$ cat src/rtl/ro_puf_pkg.sv
// rtl/ro_puf_pkg.sv - shared state encoding and default sizing for the RO pair compare engine
package ro_puf_pkg;

    localparam int DEF_CNT_W   = 16;
    localparam int DEF_N_PAIRS = 8;
    localparam int DEF_WINDOW  = 21;
    localparam int DEF_VOTES   = 3;

    typedef enum logic [2:0] {
        ST_IDLE    = 3'd0,
        ST_CLEAR   = 3'd1,
        ST_RUN     = 3'd2,
        ST_COMPARE = 3'd3,
        ST_RESOLVE = 3'd4
    } state_t;

endpackage

$ cat src/rtl/ro_pair_compare_engine_if.sv
// rtl/ro_pair_compare_engine_if.sv - request, RO count and response bundle of the compare engine
interface ro_pair_compare_engine_if
    import ro_puf_pkg::*;
#(
    parameter int CNT_W   = DEF_CNT_W,
    parameter int N_PAIRS = DEF_N_PAIRS
);
    logic                       start;
    logic [N_PAIRS*CNT_W-1:0]   up_cnt;
    logic [N_PAIRS*CNT_W-1:0]   down_cnt;
    logic                       cnt_clr;
    logic                       cnt_en;
    logic                       busy;
    logic                       done;
    logic [N_PAIRS-1:0]         response;
    logic [N_PAIRS-1:0]         unstable;

    modport master (
        output start, up_cnt, down_cnt,
        input  cnt_clr, cnt_en, busy, done, response, unstable
    );

    modport slave (
        input  start, up_cnt, down_cnt,
        output cnt_clr, cnt_en, busy, done, response, unstable
    );
endinterface

$ cat src/rtl/puf_vote_acc.sv
// rtl/puf_vote_acc.sv - per-pair saturating vote counter with majority and unanimity decode
module puf_vote_acc #(
    parameter int VOTES = 3
) (
    input  logic clk,
    input  logic rst_n,
    input  logic inc,
    input  logic clr,
    output logic majority,
    output logic unstable
);
    localparam int VOTE_W = $clog2(VOTES + 1);

    logic [VOTE_W-1:0] votes;

    // Count rounds in which the pair bit was 1; saturate so a stray extra round cannot wrap.
    always_ff @(posedge clk or negedge rst_n) begin
        if (!rst_n) begin
            votes <= '0;
        end else if (clr) begin
            votes <= '0;
        end else if (inc && (votes != VOTE_W'(VOTES))) begin
            votes <= votes + 1'b1;
        end
    end

    assign majority = (votes > VOTE_W'(VOTES / 2));
    assign unstable = (votes != '0) && (votes != VOTE_W'(VOTES));
endmodule

$ cat src/rtl/ro_pair_compare_engine.sv
// rtl/ro_pair_compare_engine.sv - RO PUF engine: count window, serial pair compare, majority vote
module ro_pair_compare_engine
    import ro_puf_pkg::*;
#(
    parameter int CNT_W   = DEF_CNT_W,
    parameter int N_PAIRS = DEF_N_PAIRS,
    parameter int WINDOW  = DEF_WINDOW,
    parameter int VOTES   = DEF_VOTES
) (
    input  logic                      clk,
    input  logic                      rst_n,
    ro_pair_compare_engine_if.slave   bus
);
    localparam int IDX_W = (N_PAIRS > 1) ? $clog2(N_PAIRS) : 1;
    localparam int WIN_W = 8;
    localparam int RND_W = $clog2(VOTES + 1);

    state_t             state;
    logic [WIN_W-1:0]   win_cnt;
    logic [IDX_W-1:0]   pair_idx;
    logic [RND_W-1:0]   round;
    logic               cnt_clr_q;
    logic               cnt_en_q;
    logic               busy_q;
    logic               done_q;
    logic [N_PAIRS-1:0] response_q;
    logic [N_PAIRS-1:0] unstable_q;

    logic [CNT_W-1:0]   up_arr [N_PAIRS];
    logic [CNT_W-1:0]   dn_arr [N_PAIRS];
    logic [CNT_W-1:0]   sel_up;
    logic [CNT_W-1:0]   sel_dn;
    logic               pair_bit;
    logic               acc_clr;
    logic [N_PAIRS-1:0] maj_vec;
    logic [N_PAIRS-1:0] unst_vec;

    // One shared comparator: the current pair is picked out of the packed count buses by index.
    for (genvar g = 0; g < N_PAIRS; g++) begin : g_unpack
        assign up_arr[g] = bus.up_cnt[g*CNT_W +: CNT_W];
        assign dn_arr[g] = bus.down_cnt[g*CNT_W +: CNT_W];
    end

    assign sel_up   = up_arr[pair_idx];
    assign sel_dn   = dn_arr[pair_idx];
    assign pair_bit = (sel_up >= sel_dn);
    assign acc_clr  = (state == ST_RESOLVE);

    for (genvar i = 0; i < N_PAIRS; i++) begin : g_pair
        puf_vote_acc #(
            .VOTES (VOTES)
        ) u_acc (
            .clk      (clk),
            .rst_n    (rst_n),
            .inc      ((state == ST_COMPARE) && (pair_idx == IDX_W'(i)) && pair_bit),
            .clr      (acc_clr),
            .majority (maj_vec[i]),
            .unstable (unst_vec[i])
        );
    end

    // Sequencer: clear -> count window -> compare each pair, repeated per vote round, then resolve.
    always_ff @(posedge clk or negedge rst_n) begin
        if (!rst_n) begin
            state      <= ST_IDLE;
            win_cnt    <= '0;
            pair_idx   <= '0;
            round      <= '0;
            cnt_clr_q  <= 1'b0;
            cnt_en_q   <= 1'b0;
            busy_q     <= 1'b0;
            done_q     <= 1'b0;
            response_q <= '0;
            unstable_q <= '0;
        end else begin
            done_q <= 1'b0;
            case (state)
                ST_IDLE: begin
                    if (bus.start) begin
                        state     <= ST_CLEAR;
                        cnt_clr_q <= 1'b1;
                        busy_q    <= 1'b1;
                    end
                end
                ST_CLEAR: begin
                    state     <= ST_RUN;
                    cnt_clr_q <= 1'b0;
                    cnt_en_q  <= 1'b1;
                    win_cnt   <= '0;
                end
                ST_RUN: begin
                    if (win_cnt == WIN_W'(WINDOW - 1)) begin
                        state    <= ST_COMPARE;
                        cnt_en_q <= 1'b0;
                        win_cnt  <= '0;
                        pair_idx <= '0;
                    end else begin
                        win_cnt <= win_cnt + 1'b1;
                    end
                end
                ST_COMPARE: begin
                    if (pair_idx == IDX_W'(N_PAIRS - 1)) begin
                        pair_idx <= '0;
                        if (round < RND_W'(VOTES - 1)) begin
                            round     <= round + 1'b1;
                            state     <= ST_CLEAR;
                            cnt_clr_q <= 1'b1;
                        end else begin
                            state <= ST_RESOLVE;
                        end
                    end else begin
                        pair_idx <= pair_idx + 1'b1;
                    end
                end
                ST_RESOLVE: begin
                    response_q <= maj_vec;
                    unstable_q <= unst_vec;
                    round      <= '0;
                    state      <= ST_IDLE;
                    busy_q     <= 1'b0;
                    done_q     <= 1'b1;
                end
                default: begin
                    state     <= ST_IDLE;
                    cnt_clr_q <= 1'b0;
                    cnt_en_q  <= 1'b0;
                    busy_q    <= 1'b0;
                end
            endcase
        end
    end

    assign bus.cnt_clr  = cnt_clr_q;
    assign bus.cnt_en   = cnt_en_q;
    assign bus.busy     = busy_q;
    assign bus.done     = done_q;
    assign bus.response = response_q;
    assign bus.unstable = unstable_q;
endmodule

$ cat src/flat_wrapper.sv
// flat-port wrapper written by rule: the top's interface ports become plain ports
module ro_pair_compare_engine_flat import ro_puf_pkg::*;
#(
    parameter int CNT_W   = DEF_CNT_W,
    parameter int N_PAIRS = DEF_N_PAIRS,
    parameter int WINDOW  = DEF_WINDOW,
    parameter int VOTES   = DEF_VOTES
)
  (clk, rst_n, bus_start, bus_up_cnt, bus_down_cnt, bus_cnt_clr, bus_cnt_en, bus_busy, bus_done, bus_response, bus_unstable);
  ro_pair_compare_engine_if #(.CNT_W(CNT_W), .N_PAIRS(N_PAIRS)) bus_i ();
  input  logic clk;
  input  logic rst_n;
  input wire logic [$bits(bus_i.start)-1:0] bus_start;
  input wire logic [$bits(bus_i.up_cnt)-1:0] bus_up_cnt;
  input wire logic [$bits(bus_i.down_cnt)-1:0] bus_down_cnt;
  output wire logic [$bits(bus_i.cnt_clr)-1:0] bus_cnt_clr;
  output wire logic [$bits(bus_i.cnt_en)-1:0] bus_cnt_en;
  output wire logic [$bits(bus_i.busy)-1:0] bus_busy;
  output wire logic [$bits(bus_i.done)-1:0] bus_done;
  output wire logic [$bits(bus_i.response)-1:0] bus_response;
  output wire logic [$bits(bus_i.unstable)-1:0] bus_unstable;
  assign bus_i.start = bus_start;
  assign bus_i.up_cnt = bus_up_cnt;
  assign bus_i.down_cnt = bus_down_cnt;
  assign bus_cnt_clr = bus_i.cnt_clr;
  assign bus_cnt_en = bus_i.cnt_en;
  assign bus_busy = bus_i.busy;
  assign bus_done = bus_i.done;
  assign bus_response = bus_i.response;
  assign bus_unstable = bus_i.unstable;
  ro_pair_compare_engine #(.CNT_W(CNT_W), .N_PAIRS(N_PAIRS), .WINDOW(WINDOW), .VOTES(VOTES)) u_core (.clk(clk), .rst_n(rst_n), .bus(bus_i));
endmodule
$ cat config.mk
export PLATFORM = sky130hd
export DESIGN_NAME = ro_pair_compare_engine_flat
export DESIGN_NICKNAME = d
export VERILOG_FILES = /design/src/rtl/ro_puf_pkg.sv /design/src/rtl/ro_pair_compare_engine_if.sv /design/src/rtl/puf_vote_acc.sv /design/src/rtl/ro_pair_compare_engine.sv /design/src/flat_wrapper.sv
export SDC_FILE = /design/constraint.sdc
export NUM_CORES = 1
export LEC_CHECK = 0
export ABC_CLOCK_PERIOD_IN_PS = 3520
export CORE_AREA = 2 2 145 147
export CTS_CLUSTER_SIZE = 25
export DETAILED_ROUTE_END_ITERATION = 10
export DIE_AREA = 0 0 147 149
export SLEW_MARGIN = 10
export SYNTH_ARGS = -nofsm -noshare
export SYNTH_HDL_FRONTEND = slang
export SYNTH_SLANG_ARGS = --single-unit
export TNS_END_PERCENT = 1
$ cat constraint.sdc
create_clock -name clk -period 3.52 [get_ports clk]
set_clock_uncertainty 0.05 [all_clocks]
set_input_delay 0.352 -clock clk [delete_from_list [all_inputs] [get_ports clk]]
set_output_delay 0.352 -clock clk [all_outputs]
set_load 0.01 [all_outputs]
Word level (Yosys, flattened, before mapping). Index checks and enable logic that the tools add are counted.

Muxes and demuxes: 43. Bitwise logic cells: 4. $lt $le $gt $ge: 11. Eq/ne operators: 24. Reductions and logical operators: 62. Add/sub/neg operators: 11.

Operators with widths (number): $bmux W16 S3 (2); $mux W16 (4); $reduce_bool A2 Y1 (19); $mux W2 (18); $logic_and A1 B1 Y1 (32); $ne A2 B2 Y1 const B (11); $add A2 B1 Y2 const B (9); $mux W3 (6); $ge A16 B16 Y1 (1); $gt A2 B1 Y1 const B (8); $pmux W8 S2 (1); $eq A3 B3 Y1 const B (5); $eq A3 B2 Y1 const B (4); $pmux W3 S4 (1); $add A8 B1 Y8 const B (1); $eq A8 B5 Y1 const B (1); $mux W8 (1); $eq A3 B1 Y1 const B (2); $logic_not A3 Y1 (2); $pmux W1 S3 (2); $pmux W3 S2 (1); $reduce_and A2 Y1 (3); $reduce_and A3 Y1 (2); $reduce_or A3 Y1 (2); other kinds (11) (17).

Word-level logic and storage cells: 173. Register bits after elaboration: 52. Output and inout port bits: 20.

Depth between registers and ports, before layout.
Depth after elaboration: 9. Depth in mapped cells: 12.

By module. A second synthesis with hierarchy kept.

Cells, all modules: 443. Area, all modules: 5061.1 sq um.

By module, submodules not included: ro_pair_compare_engine (cells each 339, instances 1, area an instance 4010.1 sq um); puf_vote_acc (cells each 13, instances 8, area an instance 131.4 sq um).

Worst setup path before layout. OpenSTA, ideal clock, no wires.

Path type: reg-to-reg. Start point: reg u_core.pair_idx[0]. End point: reg u_core.g_pair[3].u_acc.votes[0]. Setup slack: 450 ps. Cell stages (with the launch flop): 12. Arrival: 2941 ps. Path through: dfrtp_1 > buf_2 > buf_2 > mux4_2 > mux2i_1 > ha_1 > nor2b_1 > o211a_1 > o31ai_1 > o211ai_2 > nand4b_1 > mux2i_1.

Longest elaborated chain between the ends: 8. Elaborated cells between the ends (all ways): 13.

Ends and longest elaborated chain: start, declared (RTL line ro_pair_compare_engine.sv:20) `logic [IDX_W-1:0] pair_idx;`; start signal, assigned (RTL line ro_pair_compare_engine.sv:112) `pair_idx <= pair_idx + 1'b1;`; $not A3 Y4 (implied by the code) (RTL line ro_pair_compare_engine.sv:44, ro_pair_compare_engine.sv:45); $bmux W16 S3, on equally long branches (RTL line ro_pair_compare_engine.sv:44, ro_pair_compare_engine.sv:45); $mux W16, on equally long branches (2 in a row) (RTL line ro_pair_compare_engine.sv:44, ro_pair_compare_engine.sv:45); $ge A16 B16 Y1 (RTL line ro_pair_compare_engine.sv:46) `assign pair_bit = (sel_up >= sel_dn);`; $logic_and A1 B1 Y1 * (RTL line ro_pair_compare_engine.sv:55) `.inc ((state == ST_COMPARE) && (pair_idx == IDX_W'(i)) && pair_bit),`; $logic_and A1 B1 Y1 * (RTL line puf_vote_acc.sv:22) `end else if (inc && (votes != VOTE_W'(VOTES))) begin`; $reduce_bool A2 Y1 (no source line) *; end signal, assigned (RTL line puf_vote_acc.sv:23) `votes <= votes + 1'b1;`; end, declared (RTL line puf_vote_acc.sv:14) `logic [VOTE_W-1:0] votes;`.

Every way passes the cells marked *; elsewhere a longest branch is shown, timed or not. The select of a mux whose other input is x is not followed. A chain may end at the register's enable or synchronous reset.

Final worst setup path.
Start point: reg u_core.pair_idx[0]. End point: reg u_core.g_pair[5].u_acc.votes[0].

Longest elaborated chain between the ends: 8. Elaborated cells between the ends (all ways): 13.

Ends and longest elaborated chain (RTL line): $not A3 Y4 (implied by the code) (ro_pair_compare_engine.sv:44, ro_pair_compare_engine.sv:45); $bmux W16 S3, on equally long branches (ro_pair_compare_engine.sv:44, ro_pair_compare_engine.sv:45); $mux W16, on equally long branches (2 in a row) (ro_pair_compare_engine.sv:44, ro_pair_compare_engine.sv:45); $ge A16 B16 Y1 (ro_pair_compare_engine.sv:46); $logic_and A1 B1 Y1 * (ro_pair_compare_engine.sv:55); $logic_and A1 B1 Y1 * (puf_vote_acc.sv:22); $reduce_bool A2 Y1 (no source line) *; end signal, assigned (puf_vote_acc.sv:23); end, declared (puf_vote_acc.sv:14).

Marked as above.

==> flow_metrics.env <==
export IMPL_wl_per_cell_um=18.62
export IMPL_diodes=0
export IMPL_outcome="finished clean"
export IMPL_arrival_ns=3.32
export IMPL_synthFlopType="dfrtp_1"
export IMPL_max_cap_violations=0
export IMPL_synth_top_area_cell="mux4_2"
export IMPL_cp_cell_sequence="buf_12 -> mux4_2 -> nand2_1 -> nand2_1 -> ha_1 -> nand2_1 -> o21ai_0 -> a21oi_1 -> o211ai_2 -> nand4_1 -> mux2i_1"
export IMPL_antenna_found_initial=1
export IMPL_vias=4613
export IMPL_crit_family="compound AO/OA/AOI/OAI gates"
export IMPL_place_ws_ns=0.1438
export IMPL_path_clk_slew_ns=0.07
export IMPL_r2r_start="u_core.pair_idx[0]"
export IMPL_grt_overflow=0
export IMPL_drt_total_wl_um=18300
export IMPL_crit_path_top_delay_cell="mux4_2"
export IMPL_drt_first_pass_iters=4
export IMPL_routed_via_density=4.693
export IMPL_grt_pass1_wl_um=27360
export IMPL_die_height_um=149
export IMPL_cp_data_required_time_ns=3.64
export IMPL_synth_common_cells="nand2_1, mux4_2, dfrtp_1, ha_1, mux2i_1"
export IMPL_final_setup_worst_slack_ns=0.3229
export IMPL_postLayoutCoreUtil_pct=39.42
export IMPL_synthMuxAreaShare_pct=37.25
export IMPL_ir_drop_v=0.0002925
export IMPL_setup_viol=0
export IMPL_port_buffers=278
export IMPL_cts_tree="built"
export IMPL_synth_top_family_by_area="multiplexers"
export IMPL_insertion_delay_ns=0.29
export IMPL_die_w_um=147
export IMPL_drv_slew=0
export IMPL_r2r_end="u_core.g_pair[5].u_acc.votes[0]"
export IMPL_leakage_nw=3.452
export IMPL_syn_inst=442
export IMPL_synth_edff_count=0
export IMPL_tightest_slew_ns=0.9749
export IMPL_gp_congestion=0.7686
export IMPL_postSynthAreaPerCell_um2=10.83
export IMPL_rows=53
export IMPL_initialDrtViolationCount=200
export IMPL_synth_top_area_share_pct=30.12
export IMPL_nFillCells=2016
export IMPL_finalCriticalPeriod_ns=3.197
export IMPL_finalCritPeriodShare_pct=90.83
export IMPL_endpoint_kind="flop"
export IMPL_ff2ff_setup_slack_ns=0.32
export IMPL_cts_buffers=5
export IMPL_dpl_hpwl_um=14550
export IMPL_antenna_left=0
export IMPL_initial_utilization_pct=23.28
export IMPL_fin_nets=1006
export IMPL_synth_area_leaders="mux4_2, dfrtp_1, ha_1"
export IMPL_cpMostUsedCell="nand2_1"
export IMPL_synth_most_common_cell="nand2_1"
export IMPL_area_growth_syn_to_layout_pct=69.33
export IMPL_ys_ff_latch=52
export IMPL_synth_cell_types=38
export IMPL_rr_worst_depth=11
export IMPL_synth_compound_area_share_pct=7.111
export IMPL_grt_usage_pct=16.00
export IMPL_syn_nets=741
export IMPL_cts_root_buf="clkbuf_16"
export IMPL_max_slew_margin_pct=35.01
export IMPL_tns_ns=0
export IMPL_crit_buf_inv=1
export IMPL_grt_pass1_vias=4843
export IMPL_ys_warn_count=0
export IMPL_synth_simple_area_share_pct=13.44
export IMPL_path_class="flop to flop"
export IMPL_htree_levels=2
export IMPL_hold_viol=0
export IMPL_cts_sink_count=52
export IMPL_synth_xor_area_share_pct=0.5490
export IMPL_drcViolationCount=0
export IMPL_p_per_area_nw_per_um2=610.4
export IMPL_hold_class="input pin to asynchronous set/reset pin"
export IMPL_coreArea_um2=20560
export IMPL_dieArea_um2=21900
export IMPL_synthAdderAreaFrac_pct=10.46
export IMPL_cts_buffer_depth=2
export IMPL_rsz0062_at_grt="false"
export IMPL_critPathMaxStageDelay_ns=0.54
export IMPL_post_cts_buffers=0
export IMPL_max_freq_mhz=312.8
export IMPL_syn_area_um2=4786
export IMPL_ys_async_sr_fraction_pct=100.0
export IMPL_drive_gt1_share_pct=12.57
export IMPL_ios=279
export IMPL_crit_path_max_fanout=20
export IMPL_critPathLaunchType="flop"
export IMPL_yosysSeqAreaShare_pct=27.19
export IMPL_grt_max_degree=49
==> kinds of logic after synthesis <==
kind of cell,Yosys count
multiplexers,98
AND/OR/NAND/NOR,149
AO/OA/AOI/OAI,54
adder cells (fa/ha/maj),40
flip-flops,52
XOR/XNOR,3
buffers and inverters,46
==> registers in the layout (all words and copies together), names as in the netlist <==
name / flops
u_core.bus.busy: 1
u_core.bus.cnt_clr: 1
u_core.bus.cnt_en: 1
u_core.bus.done: 1
u_core.bus.response: 8
u_core.bus.unstable: 8
u_core.g_pair.u_acc.votes: 16
u_core.pair_idx: 3
u_core.round: 2
u_core.state: 3
u_core.win_cnt: 8
==> final cells by class <==
class	count	area (µm²)	area share, %
tap	275	344.1	4.246
clock buffer	6	128.9	1.590
inverter	17	63.81	0.7874
multi-input combinational	344	3293	40.64
sequential	52	1306	16.12
clock inverter	2	35.03	0.4323
timing repair buffer	287	2933	36.19
==> report_power, final <==
part	internal [mW]	leakage (nW)	switching [mW]
sequential	0.754	0.615	0.177
clock	0.335	0.0808	0.219
combinational	1.78	2.76	1.68
total	2.87	3.45	2.08
==> worst max-delay path by stage <==
stage	cells past startpoint	end	start
3_3_place_gp	10	u_core.g_pair[2].u_acc.votes[1]	u_core.pair_idx[0]
5_1_grt	11	u_core.g_pair[0].u_acc.votes[1]	u_core.pair_idx[0]
2_1_floorplan	11	u_core.g_pair[3].u_acc.votes[0]	u_core.pair_idx[0]
6_report	11	u_core.g_pair[5].u_acc.votes[0]	u_core.pair_idx[0]
4_1_cts	10	u_core.g_pair[5].u_acc.votes[0]	u_core.pair_idx[0]
3_5_place_dp	10	u_core.g_pair[2].u_acc.votes[0]	u_core.pair_idx[0]
==> through the flow <==
step	cells	total power [mW]	hold WS, ns	cell area (µm²)
2_1_floorplan	442	3.249	0.006409	4786
3_3_place_gp	974	4.410	0.4176	7908
3_5_place_dp	974	4.438	0.4195	7908
4_1_cts	982	5.006	0.2041	8071
5_1_grt	983	5.437	0.2445	8104
6_report	983	4.947	0.1609	8104
==> placed cells by master (no fill, tap or decap), drive strengths merged, types with 2 or more instances in the layout <==
| cell type | count |
|---|---|
| o211ai | 2 |
| nor3 | 4 |
| a31oi | 2 |
| nand4b | 2 |
| mux2i | 33 |
| dfrtp | 52 |
| clkbuf | 7 |
| nand3 | 7 |
| ha | 40 |
| o21ai | 24 |
| buf | 9 |
| a21oi | 10 |
| a221oi | 2 |
| nand4 | 6 |
| and3 | 5 |
| inv | 17 |
| mux4 | 64 |
| clkdlybuf4s50 | 277 |
| o31ai | 10 |
| nor2b | 3 |
| nand2 | 100 |
| xor2 | 3 |
| nor2 | 16 |
| nand2b | 2 |
==> layer usage <==
layer	up-vias	wire length [µm]	global-route usage, %
li1	2191	-	-
met1	2232	7532	20.02
met2	167	9253	28.47
met3	21	1188	3.425
met4	2	315	3.510
met5	-	13	0
==> repair_timing <==
| item | in CTS | in global routing |
|---|---|---|
| resized for setup | 0 | 1 |
| hold buffers | 0 | 0 |
| setup endpoints to repair | 0 | 10 |
No activity file was read; power rests on OpenSTA's default activity.
==> RTL edit 1, RTL diff (same settings) <==
The package constant `DEF_CNT_W` goes from 16 to 12.
--- a/src/rtl/ro_puf_pkg.sv
+++ b/src/rtl/ro_puf_pkg.sv
@@ -1,7 +1,7 @@
 // rtl/ro_puf_pkg.sv - shared state encoding and default sizing for the RO pair compare engine
 package ro_puf_pkg;
 
-    localparam int DEF_CNT_W   = 16;
+    localparam int DEF_CNT_W   = 12;
     localparam int DEF_N_PAIRS = 8;
     localparam int DEF_WINDOW  = 21;
     localparam int DEF_VOTES   = 3;
Interface: changed (resized bus_down_cnt and bus_up_cnt); port bits go from 279 to 215. No check against the original RTL was run, so the function may have changed too.
==> RTL edit 1 against the original RTL <==
Routed wire length shrank 17%; sequential cell count unchanged; combinational power fell by 18%; non-clock buffer count shrank 58; synthesized area shrank 11%; sequential power grew 13%; final area shrank 14%; total power shrank 10%; setup slack got worse by 36 ps.
==> RTL edit 1: results (changes against the original RTL) <==
metric,value,unit,change
number of nets in the finished design,841,,-16%
setup repair bufs after CTS,0,,unchanged
post-synthesis sequential area ratio,30.4,%,+3.2 points
top post-synthesis cells by area,"sky130_fd_sc_hd__dfrtp_1, sky130_fd_sc_hd__mux4_2, sky130_fd_sc_hd__ha_1",,
maximum fanout along the worst path,20,,unchanged
status,finished clean,,
hold slack final,172,ps,+11.6 ps
maximum buffer depth of the clock tree,2,,unchanged
later-pin clock latency in the skew report,290,ps,about the same
number of iterations in the first detailed-routing pass,4,,unchanged
number of antenna cells inserted,0,,unchanged
count of warnings emitted by yosys,0,,unchanged
pre-CTS setup slack,278,ps,+134 ps
total leakage power,2.86,nW,-17%
number of antenna violations at the first check in global routing,0,,-1
worst ir drop on vdd,261,uV,-11%
via density per instance,4.50,,-4.1%
GRT Total Usage,14.1,%,-1.9 points
flip-flop count of the largest register after layout,16,,unchanged
post-CTS sizing,0,,unchanged
most instantiated flip-flop cell in the synthesis netlist,sky130_fd_sc_hd__dfrtp_1,,
Synth async-reset ratio,100,%,unchanged
final weighted congestion of routability-driven global placement,0.837,,+8.9%
largest register by flop count,u_core.g_pair.u_acc.votes,,
htree depth,2,,unchanged
fraction of final layout cells with drive strength greater than 1,12.6,%,+0.032 points
CP max stage cell,sky130_fd_sc_hd__dfrtp_4,,
quantity of I/O buffers inserted on ports,214,,-23%
pin count of the biggest net entering global routing,44,,-10%
global-route wire length before repair,24100,um,-12%
number of global-route vias before repair,4206,,-13%
type of the worst min-delay path,in -> async,,
Total Routed Length,15200,um,-17%
register-to-register setup slack,290,ps,-40 ps
buffer cell driving the clock tree root,sky130_fd_sc_hd__clkbuf_16,,
number of unique standard cell types used by synthesis,38,,unchanged
total CTS buffers,5,,unchanged
headroom to the max-slew limit,34.9,%,-0.060 points
nets in the synthesized netlist,630,,-15%
antenna-violating nets left,0,,unchanged
leading post-synthesis cells by instance count,"sky130_fd_sc_hd__nand2_1, sky130_fd_sc_hd__dfrtp_1, sky130_fd_sc_hd__mux4_2",,
share of the cycle needed by the critical path after routing,91.9,%,+1.0 points
arrival time of data at the critical path endpoint,3390,ps,+70 ps
estimated wirelength of the detail-placed design,12800,um,-12%
top cell type's share of synthesized area,30.4,%,+0.29 points
Max stage delay on crit path,650,ps,+110 ps
First DRT Iteration DRCs,186,,-7.0%
clock-pin slew on the worst setup and hold paths,70,ps,about the same
RTL edit 1: changes by cell type in the layout (fill, tap and decap cells not counted), sizes merged, moves of 4 or more:
cell,delta
a21oi,+4
mux4,-16
buf,+7
nand4,-4
mux2i,-4
ha,-4
clkdlybuf4s50,-64
nand2,-20
RTL edit 1: power by group:
part           switching, mW  leakage (nW)  internal [mW]
registers              0.277         0.624          0.777
logic                   1.37          2.15           1.48
clock network          0.205        0.0808          0.334
total                   1.85          2.86           2.59
RTL edit 1: cells by family after synthesis:
| logic type | after synthesis | share of synthesized area (%) |
|---|---|---|
| muxes | 77 | 32.0 |
| and+or+nand+nor | 127 | 13.3 |
| AOI/OAI and AO/OA | 62 | 9.18 |
| DFF | 52 | 30.4 |
| adders and majority gates | 36 | 10.5 |
| xor gates and xnor gates | 3 | 0.614 |
| buffers and inverters | 42 | 3.95 |
RTL edit 1: area by class of cell:
type                    count  area, um^2
fillers                  2110       13600
multi-input cells         305        2810
repair buffers            229        2250
flip-flops and latches     52        1310
well taps                 275         344
clock buffers               6         129
inverters                  17        63.8
clock inverters             2        35.0
RTL edit 1: final timing paths:
check / startpoint / cells after the start / to
worst max-delay path: u_core.pair_idx[0] / 10 / u_core.g_pair[5].u_acc.votes[1]
worst min-delay path: rst_n / 1 / u_core.bus.done
worst max register to register: u_core.pair_idx[0] / 10 / u_core.g_pair[5].u_acc.votes[1]
worst min register to register: u_core.bus.response[0] / 2 / u_core.bus.response[0]
max in group asynchronous: rst_n / 1 / u_core.pair_idx[0]
min in group clk: u_core.bus.response[0] / 2 / u_core.bus.response[0]
RTL edit 1: per-stage QoR:
stage                     cells  cell area (um^2)  power [mW]
after floorplan             399              4280        2.91
after global placement      878              6770        3.93
after detailed placement    878              6770        3.95
after CTS                   886              6940        4.52
after global routing        886              6940        4.85
final                       886              6940        4.44
RTL edit 1: per-layer routing:
| metal | global-route usage (%) | share of wire (%) |
|---|---|---|
| met5 | 0 | 0 |
| met4 | 3.17 | 2.0 |
| met1 | 19.1 | 45 |
| met2 | 23.7 | 48 |
| met3 | 2.45 | 5.1 |
RTL edit 1: worst max-delay path, delay by kind of cell (launching register included):
kind / cells / cell delay, ps
flops: 1 / 650
compound gates: 2 / 500
mux: 2 / 760
fa+ha+maj: 1 / 310
simple gates: 4 / 530
buf+inv: 1 / 310
==> RTL edit 2, RTL diff (same flow settings) <==
Made on the original files. Re-encode `state_t` (5 states) as one-hot, 5 bits wide.
--- a/src/rtl/ro_puf_pkg.sv
+++ b/src/rtl/ro_puf_pkg.sv
@@ -6,12 +6,12 @@
     localparam int DEF_WINDOW  = 21;
     localparam int DEF_VOTES   = 3;
 
-    typedef enum logic [2:0] {
-        ST_IDLE    = 3'd0,
-        ST_CLEAR   = 3'd1,
-        ST_RUN     = 3'd2,
-        ST_COMPARE = 3'd3,
-        ST_RESOLVE = 3'd4
+    typedef enum logic [4:0] {
+        ST_IDLE    = 5'b00001,
+        ST_CLEAR   = 5'b00010,
+        ST_RUN     = 5'b00100,
+        ST_COMPARE = 5'b01000,
+        ST_RESOLVE = 5'b10000
     } state_t;
 
 endpackage
Formal check against the unedited RTL: no difference found for any inputs over 10 cycles, from zero or initial values and one cycle with rst_n low; not proved beyond that.
==> RTL edit 2 against the original RTL <==
Count of clock-buffer cells in the layout fell by 1; sequential share of layout area barely moved; final area rose by 4.0%; largest cell class unchanged; routed wire length rose by 3.0%; die area did not move; setup slack got worse by 160 ps; synthesized cell count rose by 3.4%; sequential cell count rose by 2; worst hold slack got worse by 45 ps; global-route usage rose by 0.69 points; synthesized area rose by 5.9%.
Power is left out: it rests on default switching activity, and per cell area and clock period it moved more than threefold.
==> RTL edit 2: results (changes against the original RTL) <==
metric,value,unit,change
htree depth,2,,unchanged
CP max stage cell,sky130_fd_sc_hd__dfrtp_4,,
top post-synthesis cells by area,"sky130_fd_sc_hd__mux4_2, sky130_fd_sc_hd__dfrtp_1, sky130_fd_sc_hd__ha_1",,
status,finished clean,,
number of fill cells,2029,,+0.64%
maximum buffer depth of the clock tree,2,,unchanged
First DRT Iteration DRCs,174,,-13%
buffer cell driving the clock tree root,sky130_fd_sc_hd__clkbuf_16,,
estimated wirelength of the detail-placed design,16100,um,+11%
largest register by flop count,u_core.g_pair.u_acc.votes,,
count of warnings emitted by yosys,0,,unchanged
total CTS buffers,5,,unchanged
Total Routed Length,18900,um,+3.0%
nets in the synthesized netlist,756,,+2.0%
most instantiated flip-flop cell in the synthesis netlist,sky130_fd_sc_hd__dfrtp_1,,
number of antenna violations at the first check in global routing,2,,+1
post-CTS sizing,0,,unchanged
slew at the pin closest to its max-slew limit,875,ps,-100 ps
later-pin clock latency in the skew report,300,ps,
number of unique standard cell types used by synthesis,53,,+39%
fraction of final layout cells with drive strength greater than 1,15.4,%,+2.8 points
type of the worst min-delay path,in -> async,,
post-route non-filler standard cell count,1009,,+2.6%
clock-pin slew on the worst setup and hold paths,80,ps,
number of iterations in the first detailed-routing pass,4,,unchanged
detailed-route via count,4722,,+2.4%
setup repair bufs after CTS,0,,unchanged
quantity of I/O buffers inserted on ports,278,,unchanged
"delay-heaviest family, CP",multiplexers,,
Max stage delay on crit path,540,ps,about the same
Synth async-reset ratio,100,%,unchanged
flip-flop count of the largest register after layout,16,,unchanged
Gate Count Post-Synth,457,,+3.4%
GRT Total Usage,16.7,%,+0.69 points
number of global-route vias before repair,4800,,-0.89%
maximum fanout along the worst path,15,,-25%
pin count of the biggest net entering global routing,39,,-20%
leading post-synthesis cells by instance count,"sky130_fd_sc_hd__nand2_1, sky130_fd_sc_hd__mux4_2, sky130_fd_sc_hd__dfrtp_1",,
post-synthesis sequential area ratio,26.7,%,-0.51 points
global-route wire length before repair,28000,um,+2.5%
arrival time of data at the critical path endpoint,3520,ps,+200 ps
final weighted congestion of routability-driven global placement,0.812,,+5.6%
## RTL edit 2: through the flow
step	instance area [um^2]	utilization, %	setup WS [ps]	hold WS (ps)	TNS, ps
floorplan	5070	-	206	6.41	0
global placement	8280	40.3	179	414	0
detailed placement	8280	40.3	121	424	0
CTS	8430	41.0	101	166	0
global route	8430	41.0	-32.6	189	-66.5
finish	8430	41.0	164	116	0
## RTL edit 2: cells by family after synthesis
family | count (synthesis) | synth area share [%]
mux | 97 | 35.0
fa+ha+maj | 40 | 9.87
simple gates | 152 | 14.2
compound gates | 69 | 10.3
flops | 54 | 26.7
buf+inv | 45 | 3.92
## RTL edit 2: path summary, 6_finish.rpt
kind	startpoint	endpoint	slack, ps	cells after the start
worst min-delay path	rst_n	u_core.bus.response[0]	120	1
worst max register to register	u_core.pair_idx[0]	u_core.g_pair[5].u_acc.votes[1]	160	11
worst max-delay path	u_core.pair_idx[0]	u_core.g_pair[5].u_acc.votes[1]	160	11
worst min register to register	u_core.bus.response[3]	u_core.bus.response[3]	430	2
max in group asynchronous	rst_n	u_core.state[0]	2450	2
min in group clk	u_core.bus.response[3]	u_core.bus.response[3]	430	2
## RTL edit 2: layer usage
layer  global-route usage, %  up-vias  wire, um
li1                        -     2300         -
met1                    21.2     2240      7780
met2                    30.7      174     10000
met3                    3.03        6       986
met4                    1.63        2        66
met5                       0        -        13
## RTL edit 2: final cells by class
cell class,instances,area [um^2],area share (%)
multi-input combinational,358,3520,41.7
sequential,54,1360,16.1
inverter,16,60.1,0.712
tap,275,344,4.08
antenna,1,2.50,0.0297
timing repair buffer,297,3000,35.5
clock inverter,3,28.8,0.341
clock buffer,5,125,1.48
